$ cat src/rtl/cpu_defs.sv
// -----------------------------------------------------------------------------
// cpu_defs
// Shared definitions for the register-file write path: datapath widths, the
// register-zero constant and the buffered MDU result record.
// -----------------------------------------------------------------------------
package cpu_defs;

    localparam int REG_W  = 5;
    localparam int DATA_W = 32;

    // Writes to r0 are architecturally discarded and never forwarded.
    localparam logic [REG_W-1:0] REG_ZERO = '0;

    // One buffered MDU result. valid=0 marks a slot that still occupies the
    // FIFO but must not reach the regfile (dest r0 or squashed).
    typedef struct packed {
        logic              valid;
        logic [REG_W-1:0]  dest;
        logic [DATA_W-1:0] data;
    } rf_entry_t;

endpackage

$ cat src/rtl/wb_port_arbiter_fifo.sv
// -----------------------------------------------------------------------------
// wb_result_fifo
// Small circular buffer of MDU results waiting for a free regfile write slot.
// Also performs the per-entry WAW squash and the youngest-match search used by
// the decode-stage bypass.
//
// Ports:
//   clk, resetn   clock, asynchronous active-low reset
//   push          store push_entry at the write pointer (caller ensures !full)
//   push_entry    entry to store
//   pop           retire the head entry (caller ensures !empty)
//   squash        a pipeline write to squash_dest happens this cycle
//   squash_dest   destination of that pipeline write
//   head          oldest entry
//   count         number of occupied slots (squashed ones included)
//   fwd_raddr     bypass lookup register
//   fwd_hit       some valid entry targets fwd_raddr
//   fwd_data      data of the youngest such entry
// -----------------------------------------------------------------------------
module wb_result_fifo
    import cpu_defs::*;
#(
    parameter int DEPTH = 2,
    localparam int PTR_W = $clog2(DEPTH),
    localparam int CNT_W = PTR_W + 1
) (
    input  logic              clk,
    input  logic              resetn,
    input  logic              push,
    input  rf_entry_t         push_entry,
    input  logic              pop,
    input  logic              squash,
    input  logic [REG_W-1:0]  squash_dest,
    output rf_entry_t         head,
    output logic [CNT_W-1:0]  count,
    input  logic [REG_W-1:0]  fwd_raddr,
    output logic              fwd_hit,
    output logic [DATA_W-1:0] fwd_data
);

    logic [DEPTH-1:0]  valid_q;
    logic [REG_W-1:0]  dest_q [DEPTH];
    logic [DATA_W-1:0] data_q [DEPTH];
    logic [PTR_W-1:0]  rd_ptr;
    logic [PTR_W-1:0]  wr_ptr;

    // Valid bits. A slot's valid bit is cleared when it pops, so valid=1 always
    // implies the slot is occupied; squash and forwarding rely on that.
    // NOTE: sequential state uses non-blocking assignments only; every read in
    // this block sees the pre-edge value, and a later assignment to the same
    // bit overrides an earlier one (push wins over squash of a recycled slot).
    always_ff @(posedge clk or negedge resetn) begin
        if (!resetn) begin
            valid_q <= '0;
        end else begin
            for (int i = 0; i < DEPTH; i++) begin
                if (squash && (dest_q[i] == squash_dest)) begin
                    valid_q[i] <= 1'b0;
                end
            end
            if (pop) begin
                valid_q[rd_ptr] <= 1'b0;
            end
            if (push) begin
                // A same-cycle pipeline write to the same register is younger.
                valid_q[wr_ptr] <= push_entry.valid &&
                                   !(squash && (push_entry.dest == squash_dest));
            end
        end
    end

    // Payload storage.
    // NOTE: dest/data are deliberately left out of reset; they are only ever
    // observed through a valid bit or a nonzero count, both of which reset.
    always_ff @(posedge clk) begin
        if (push) begin
            dest_q[wr_ptr] <= push_entry.dest;
            data_q[wr_ptr] <= push_entry.data;
        end
    end

    // Pointers wrap naturally at DEPTH (power of two).
    always_ff @(posedge clk or negedge resetn) begin
        if (!resetn) begin
            rd_ptr <= '0;
            wr_ptr <= '0;
            count  <= '0;
        end else begin
            if (push) begin
                wr_ptr <= wr_ptr + 1'b1;
            end
            if (pop) begin
                rd_ptr <= rd_ptr + 1'b1;
            end
            case ({push, pop})
                2'b10:   count <= count + 1'b1;
                2'b01:   count <= count - 1'b1;
                default: count <= count;
            endcase
        end
    end

    assign head.valid = valid_q[rd_ptr];
    assign head.dest  = dest_q[rd_ptr];
    assign head.data  = data_q[rd_ptr];

    // Walk from oldest to youngest so the last match found is the youngest.
    // NOTE: every variable written here gets a default first, otherwise the
    // paths that skip an assignment would infer latches.
    always_comb begin
        logic [PTR_W-1:0] idx;
        fwd_hit  = 1'b0;
        fwd_data = '0;
        idx      = '0;
        for (int k = 0; k < DEPTH; k++) begin
            idx = rd_ptr + PTR_W'(k);
            if (valid_q[idx] && (dest_q[idx] == fwd_raddr) && (fwd_raddr != REG_ZERO)) begin
                fwd_hit  = 1'b1;
                fwd_data = data_q[idx];
            end
        end
    end

endmodule

$ cat src/rtl/wb_port_arbiter.sv
// -----------------------------------------------------------------------------
// wb_port_arbiter
// Shares the single regfile write port between the in-order writeback stage
// and the multi-cycle MDU. The pipeline always has priority; MDU results wait
// in wb_result_fifo and drain in free cycles. If the FIFO head is blocked for
// STARVE_MAX consecutive cycles, the pipeline is frozen for one cycle so the
// head can drain.
//
// Ports:
//   clk, resetn                          clock, asynchronous active-low reset
//   wb_wen, wb_regsrc, wb_regwdata       writeback-stage write request
//   mdu_valid, mdu_dest, mdu_data        MDU result offer
//   mdu_ready                            buffer can accept an MDU result
//   stall_req                            registered one-cycle pipeline freeze
//   rf_wen, rf_waddr, rf_wdata           regfile write port
//   fwd_raddr, fwd_hit, fwd_data         bypass lookup into buffered results
//   pend_cnt                             buffered entry count
// -----------------------------------------------------------------------------
module wb_port_arbiter
    import cpu_defs::*;
#(
    parameter int DEPTH      = 2,
    parameter int STARVE_MAX = 4
) (
    input  logic                     clk,
    input  logic                     resetn,
    input  logic                     wb_wen,
    input  logic [4:0]               wb_regsrc,
    input  logic [31:0]              wb_regwdata,
    input  logic                     mdu_valid,
    input  logic [4:0]               mdu_dest,
    input  logic [31:0]              mdu_data,
    output logic                     mdu_ready,
    output logic                     stall_req,
    output logic                     rf_wen,
    output logic [4:0]               rf_waddr,
    output logic [31:0]              rf_wdata,
    input  logic [4:0]               fwd_raddr,
    output logic                     fwd_hit,
    output logic [31:0]              fwd_data,
    output logic [$clog2(DEPTH):0]   pend_cnt
);

    localparam int CNT_W    = $clog2(DEPTH) + 1;
    localparam int STARVE_W = 4;

    logic             wb_live;
    logic             fifo_empty;
    logic             push;
    logic             pop;
    rf_entry_t        push_entry;
    rf_entry_t        head;
    logic [CNT_W-1:0] count;
    logic [STARVE_W-1:0] starve_cnt;

    // During a stall cycle the held writeback instruction is ignored; it will
    // be presented again and written next cycle.
    assign wb_live    = wb_wen && (wb_regsrc != REG_ZERO) && !stall_req;
    assign fifo_empty = (count == '0);

    // Ready looks only at the registered count: a same-cycle pop does not
    // free a slot for a same-cycle push.
    assign mdu_ready = (count < CNT_W'(DEPTH));
    assign push      = mdu_valid && mdu_ready;
    assign pop       = !wb_live && !fifo_empty;

    assign push_entry.valid = (mdu_dest != REG_ZERO);
    assign push_entry.dest  = mdu_dest;
    assign push_entry.data  = mdu_data;

    wb_result_fifo #(
        .DEPTH (DEPTH)
    ) u_fifo (
        .clk         (clk),
        .resetn      (resetn),
        .push        (push),
        .push_entry  (push_entry),
        .pop         (pop),
        .squash      (wb_live),
        .squash_dest (wb_regsrc),
        .head        (head),
        .count       (count),
        .fwd_raddr   (fwd_raddr),
        .fwd_hit     (fwd_hit),
        .fwd_data    (fwd_data)
    );

    // Grant mux: pipeline first, then the FIFO head (a squashed or r0 head
    // still pops, just without a write).
    always_comb begin
        rf_wen   = 1'b0;
        rf_waddr = '0;
        rf_wdata = '0;
        if (wb_live) begin
            rf_wen   = 1'b1;
            rf_waddr = wb_regsrc;
            rf_wdata = wb_regwdata;
        end else if (!fifo_empty) begin
            rf_wen   = head.valid;
            rf_waddr = head.dest;
            rf_wdata = head.data;
        end
    end

    // Starvation guard. Outside the clear conditions the FIFO is non-empty
    // and not popping, which can only mean the pipeline took the port.
    always_ff @(posedge clk or negedge resetn) begin
        if (!resetn) begin
            starve_cnt <= '0;
            stall_req  <= 1'b0;
        end else if (fifo_empty || pop) begin
            starve_cnt <= '0;
            stall_req  <= 1'b0;
        end else if (starve_cnt == STARVE_W'(STARVE_MAX - 1)) begin
            starve_cnt <= '0;
            stall_req  <= 1'b1;
        end else begin
            starve_cnt <= starve_cnt + 1'b1;
            stall_req  <= 1'b0;
        end
    end

    assign pend_cnt = count;

endmodule

$ cat config.mk
export PLATFORM = sky130hd
export DESIGN_NAME = wb_port_arbiter
export DESIGN_NICKNAME = d
export VERILOG_FILES = /design/src/rtl/cpu_defs.sv /design/src/rtl/wb_port_arbiter_fifo.sv /design/src/rtl/wb_port_arbiter.sv
export SDC_FILE = /design/constraint.sdc
export NUM_CORES = 1
export LEC_CHECK = 0
export CORE_ASPECT_RATIO = 2
export CORE_MARGIN = 2
export CORE_UTILIZATION = 45
export DETAILED_ROUTE_END_ITERATION = 8
export PLACE_DENSITY_LB_ADDON = 0.15
export SYNTH_ARGS = -nofsm -noshare
export SYNTH_HDL_FRONTEND = slang
export SYNTH_SLANG_ARGS = --single-unit
$ cat constraint.sdc
create_clock -name clk -period 3 [get_ports clk]
set_clock_uncertainty 0.15 [all_clocks]
set_input_delay 0.75 -clock clk [delete_from_list [all_inputs] [get_ports clk]]
set_output_delay 0.75 -clock clk [all_outputs]
set_load 0.1 [all_outputs]
==> results of run 1 <==
-- metal layers --
| layer | GRT usage | vias to the layer above | share of wire |
|---|---|---|---|
| li1 | - | 1960 | - |
| met1 | 0.298 | 2162 | 0.32 |
| met2 | 0.602 | 214 | 0.59 |
| met3 | 0.0438 | 62 | 0.049 |
| met4 | 0.141 | 0 | 0.044 |
| met5 | 0 | - | 0 |
-- layout make-up --
| class | instances | area, um2 |
|---|---|---|
| Tap cell | 137 | 171 |
| Sequential cell | 85 | 2500 |
| Fill cell | 399 | 1210 |
| Inverter | 4 | 26.3 |
| Multi-Input combinational cell | 289 | 3170 |
| Antenna cell | 1 | 2.50 |
| Clock buffer | 12 | 236 |
| Clock inverter | 4 | 25.0 |
| Timing Repair Buffer | 242 | 3200 |
-- worst max-delay path, cell delays in order --
cell,delay (ps)
buf_6,100
or4_1,520
o21a_2,220
or2_4,280
buf_12,150
buf_12,150
o21ai_4,190
buf_12,200
-- through the flow --
stage                util  setup TNS [ps]
finish              0.885          -28050
global route        0.885          -31700
CTS                 0.881          -25840
detailed placement  0.826          -47930
global placement    0.826          -47220
floorplan               -          -29010
-- power by group through the flow --
stage	combinational, mW	clock, mW	sequential [mW]
after global placement	5.39	0	1.73
after CTS	5.79	0.987	1.73
after detailed placement	5.49	0	1.76
after floorplan	3.62	0	1.79
after global routing	6.07	1.05	1.78
final	5.89	1.00	1.76
-- registers in the layout, summed over array words and instances, names as in the netlist --
signal / cells
u_fifo.dest_q: 10
starve_cnt: 4
u_fifo.rd_ptr: 1
u_fifo.wr_ptr: 1
u_fifo.count: 2
u_fifo.data_q: 64
u_fifo.valid_q: 2
stall_req: 1
-- worst paths after layout --
| kind | to | slack (ps) | from | depth (start not counted) |
|---|---|---|---|---|
| worst max-delay path | rf_wdata[30] | -480 | wb_regsrc[2] | 8 |
| worst min-delay path | starve_cnt[0]$_DFF_PN0_ | 350 | starve_cnt[0]$_DFF_PN0_ | 1 |
| worst max register to register | u_fifo.count[1]$_DFFE_PN0P_ | 610 | u_fifo.count[1]$_DFFE_PN0P_ | 11 |
| worst min register to register | starve_cnt[0]$_DFF_PN0_ | 350 | starve_cnt[0]$_DFF_PN0_ | 1 |
| max in group asynchronous | u_fifo.rd_ptr$_DFFE_PN0P_ | 1690 | resetn | 1 |
| min in group asynchronous | u_fifo.wr_ptr$_DFFE_PN0P_ | 610 | resetn | 1 |
-- placed cells by master (no fill, tap or decap), types with 3 or more instances in the layout --
cell type | Yosys | layout
clkbuf_1 | 10 | 3
dfrtp_1 | 11 | 8
nand2_1 | 39 | 38
xor2_1 | 12 | 12
clkinvlp_4 | 0 | 3
clkdlybuf4s50_1 | 0 | 73
buf_12 | 0 | 86
xnor2_1 | 17 | 14
buf_6 | 5 | 13
buf_4 | 1 | 60
buf_16 | 0 | 3
clkbuf_16 | 0 | 9
mux2i_1 | 107 | 70
nand4_1 | 3 | 3
nand3b_1 | 31 | 31
a21oi_1 | 3 | 3
xnor2_2 | 0 | 3
nor3_1 | 3 | 3
nand2b_1 | 3 | 3
edfxtp_1 | 74 | 74
mux2i_4 | 0 | 35
nor2_1 | 8 | 6
o21ai_4 | 0 | 35
-- timing repair --
action                                  4_1_cts  5_1_grt
pin swaps                                    23       18
hold buffers                                  0        0
gates cloned                                  5        0
gates resized for setup                      60       18
buffers inserted                             12        5
endpoints found under the setup margin       72       71
-- cells by family (layout without fill, tap and decap cells) --
logic type,count (synthesis),after routing,synth area share
mux,109,109,0.223
simple gates,101,101,0.120
flops,85,85,0.510
compound gates,48,48,0.0549
buf+inv,31,262,0.0347
xor+xnor,29,29,0.0519
fa+ha+maj,2,2,0.00511
other cells,0,1,0
==> flow_summary.ini, run 1 <==
[place]
post_dp_cell_area_mm2 = 0.00871
dp_slack_ps = -719
gp_congestion = 0.864
place_hpwl_um = 11300
place_inst = 740
io_buffers = 157

[worst_setup_path]
path_class = input port to output port
end_kind = output port
start_kind = input port
cp_max_fo = 8
crit_required_ps = 2100
worstPathArrival_ps = 2580

[finish]
final_layout_size_suffix_gt1_frac = 0.440
final_cells = 774
final_net_count = 716
syn_to_final_growth_pct = 90.6
fin_area_mm2 = 0.00933

[pwr]
power_frac_comb = 0.681
seqPwrFrac = 0.203
p_sw_frac = 0.480
internal-power_mw = 4.50
total_power_mw = 8.65
ir_drop_mv = 1.38
p_sw_mw = 4.15
p_per_area_mw_per_mm2 = 927
p_clk_frac = 0.116
p_leak_nw = 3.58

[detailed_routing]
ant_nets = 0
wirelength_um = 18400
dr.pass1.iters = 4
drcViolationCount = 0
drt-initial-drc-count = 395
num_vias = 4398
avgViaCountPerCell = 5.68
wire_per_inst_um = 23.8

[grt]
grtUsageTotal = 0.302
grt_pass1_vias = 4898
overflow = 0
grt_max_degree = 41
antenna_found_initial = 1
grt_pass1_wl_um = 26600

[yosys]
synth_ff_type = edfxtp_1
avgSynthCellArea_um2 = 12.1
synth_area_leader_cell = edfxtp_1
yosysWarnings = 0
synth_seq_cells = 85
synth_edf_count = 74
synth_area_leaders = edfxtp_1, mux2i_1, dfrtp_1
synth_nets = 490
synth_area_mm2 = 0.00490
yosysSeqAreaShare = 0.510
synth.top_cell.area_share = 0.454
netlist_instances = 405
synth_top_cells_by_count = mux2i_1, edfxtp_1, nand2_1
synth.distinct_cells = 37
synth.most_common_cell = mux2i_1
synthArstFlopShare = 0.129

[floorplan]
start_util = 0.464
coreArea_mm2 = 0.0105
die_h_um = 152
rows = 53
ios = 158
dieWidth_um = 77.8
dieArea_mm2 = 0.0118

[sta]
finalHoldViolCount = 0
period_needed_ps = 3480
rsz0062_at_grt = yes
drv_slew = 0
fmax_mhz = 287
setup-violations-final = 71
final.setup.worst_slack_ps = -480
tightest_slew_ps = 530
slew_headroom = 0.646
min_period_over_period = 1.16
holdWs_ps = 352

[cts]
clk_pin_slew_ps = 60
root_buffer = clkbuf_16
clk_path_buf_depth = 2
cts_buffers = 9
cts_max_level = 3
clk-insertion-delay-late_ps = 340
cts_tree = done
cts_sinks = 85

[run_status]
status = complete, but fails checks
violations = negative setup slack

[flow_run]
maxCapViolations = 0

[worst_hold_path]
hold_path_class = register to register
Note: power is estimated with default switching activity, not from simulation.
==> run 2, diff against run 1 <==
--- a/config.mk
+++ b/config.mk
@@ -13,3 +13,4 @@
 export SYNTH_ARGS = -nofsm -noshare
 export SYNTH_HDL_FRONTEND = slang
 export SYNTH_SLANG_ARGS = --single-unit
+export TNS_END_PERCENT = 10
==> run 2 against run 1 <==
The flow still finishes with violations (negative setup slack). Hold slack improved by 1.6 ps. Non-clock buffer count is 3 lower. Sequential share of layout area rose by 0.056 points. Via count rose by 2.4%. Combinational power increased by 0.7%. Fmax shrank 0.31%. Clock power increased by 10%. Core utilization decreased by 0.27 points. Total power up 1.7%. Largest cell class is now multi-input combinational cells.
==> flow_summary.ini, run 2 (same netlist as run 1, synthesis figures left out) <==
[run_status]
status = complete, but fails checks
violations = negative setup slack

[finish]
largest_reg_flops = 64
final_layout_size_suffix_gt1_frac = 0.433
final_cells = 770
layout_common_cells = buf_12, edfxtp_1, clkdlybuf4s50_1
antennaDiodeCount = 0
largestRegisters = u_fifo.data_q x64, u_fifo.dest_q x10, starve_cnt x4
syn_to_final_growth_pct = 90.0
top_register = u_fifo.data_q
layout_commonest_cell = buf_12
final_net_count = 713

[grt]
grt_max_degree = 39
overflow = 0
grtUsageTotal = 0.334
use_met2 = 0.644
grt_util_met1 = 0.334
top_usage_layer = met2
antenna_found_initial = 0
grt_util_met3 = 0.0622
grt_pass1_vias = 4951
grt_pass1_wl_um = 28800

[pwr]
total_power_mw = 8.80
p_leak_nw = 3.57
ir_drop_mv = 1.05
p_per_area_mw_per_mm2 = 946

[cts]
cts_hold_buf = 0
clk-insertion-delay-late_ps = 340
clk_path_buf_depth = 2
root_buffer = clkbuf_16
cts_tree = done
cts_max_level = 3
cts_buffers = 9
clk_pin_slew_ps = 60
cts_sinks = 85

[floorplan]
die_h_um = 152
ios = 158
coreArea_mm2 = 0.0105
dieArea_mm2 = 0.0118
start_util = 0.464
dieWidth_um = 77.8
rows = 53

[place]
dp_slack_ps = -757
io_buffers = 157
gp_congestion = 0.835
place_hpwl_um = 11800
place_inst = 734

[sta]
min_period_over_period = 1.16
tightest_slew_ps = 543
drv_slew = 0
finalHoldViolCount = 0
slew_headroom = 0.637
tns_ps = -29520
final.setup.worst_slack_ps = -491
period_needed_ps = 3490
fmax_mhz = 286
setup-violations-final = 71
rsz0062_at_grt = yes

[detailed_routing]
ant_nets = 0
drt-initial-drc-count = 323
dr.pass1.iters = 5
wire_per_inst_um = 25.0
avgViaCountPerCell = 5.85
num_vias = 4504
wirelength_um = 19300
drcViolationCount = 0

[flow_run]
maxCapViolations = 0

[worst_setup_path]
crit_required_ps = 2100
end_kind = output port
cp_max_fo = 9
worstPathArrival_ps = 2590
start_kind = register
path_class = register to output port

[worst_hold_path]
hold_path_class = register to register
[run 2: power breakdown]
| group | switching [mW] | internal [mW] | total (mW) |
|---|---|---|---|
| sequential | 0.201 | 1.56 | 1.77 |
| combinational | 3.54 | 2.39 | 5.93 |
| clock | 0.436 | 0.667 | 1.10 |
| total | 4.18 | 4.62 | 8.80 |
[run 2: final timing paths]
check,to,slack (ps),depth (start not counted),startpoint
max,fwd_data[0],-490,9,u_fifo.rd_ptr$_DFFE_PN0P_
min reg2reg,starve_cnt[0]$_DFF_PN0_,350,1,starve_cnt[0]$_DFF_PN0_
max reg2reg,u_fifo.count[1]$_DFFE_PN0P_,830,9,stall_req$_DFF_PN0_
min,starve_cnt[0]$_DFF_PN0_,350,1,starve_cnt[0]$_DFF_PN0_
min in group asynchronous,u_fifo.valid_q[1]$_DFF_PN0_,610,1,resetn
max in group asynchronous,u_fifo.rd_ptr$_DFFE_PN0P_,1680,1,resetn
[run 2: timing repair]
| action | 4_1_cts | 5_1_grt |
|---|---|---|
| pin swaps | 14 | 8 |
| buffers inserted | 15 | 2 |
| resized for setup | 61 | 19 |
| cloned | 7 | 1 |
| endpoints found under the setup margin | 71 | 71 |
[run 2: routing by layer]
layer	up-vias	share of wire
li1	1948	-
met1	2265	0.32
met2	225	0.58
met3	66	0.054
met4	0	0.052
met5	-	0
[run 2: critical path, cell delays in order, from the launching register on]
cell	delay, ps
dfrtp_4	560
buf_6	170
mux2i_4	200
xnor2_2	180
nor4_4	230
buf_6	190
buf_12	140
nand3b_1	140
mux2i_4	220
buf_12	200
[run 2: through the flow]
step	hold WS, ps	util	area [um2]
after floorplan	289	-	5770
after global placement	302	0.813	8570
after detailed placement	347	0.813	8570
after CTS	355	0.882	9300
after global routing	369	0.882	9300
final	353	0.882	9300
[run 2: final cells by class]
type                    instances  area [um2]
repair buffers                239        3150
clock inverters                 2        33.8
inverters                       4        15.0
multi-input cells             289        3180
well taps                     137         171
clock buffers                  14         254
flip-flops and latches         85        2500
fillers                       417        1240
==> run 3, diff against run 2 <==
--- a/config.mk
+++ b/config.mk
@@ -5,6 +5,7 @@
 export SDC_FILE = /design/constraint.sdc
 export NUM_CORES = 1
 export LEC_CHECK = 0
+export ABC_CLOCK_PERIOD_IN_PS = 3000
 export CORE_ASPECT_RATIO = 2
 export CORE_MARGIN = 2
 export CORE_UTILIZATION = 45
==> results of run 3 <==
The final DEF is identical to that of run 2; final timing and power are the same.
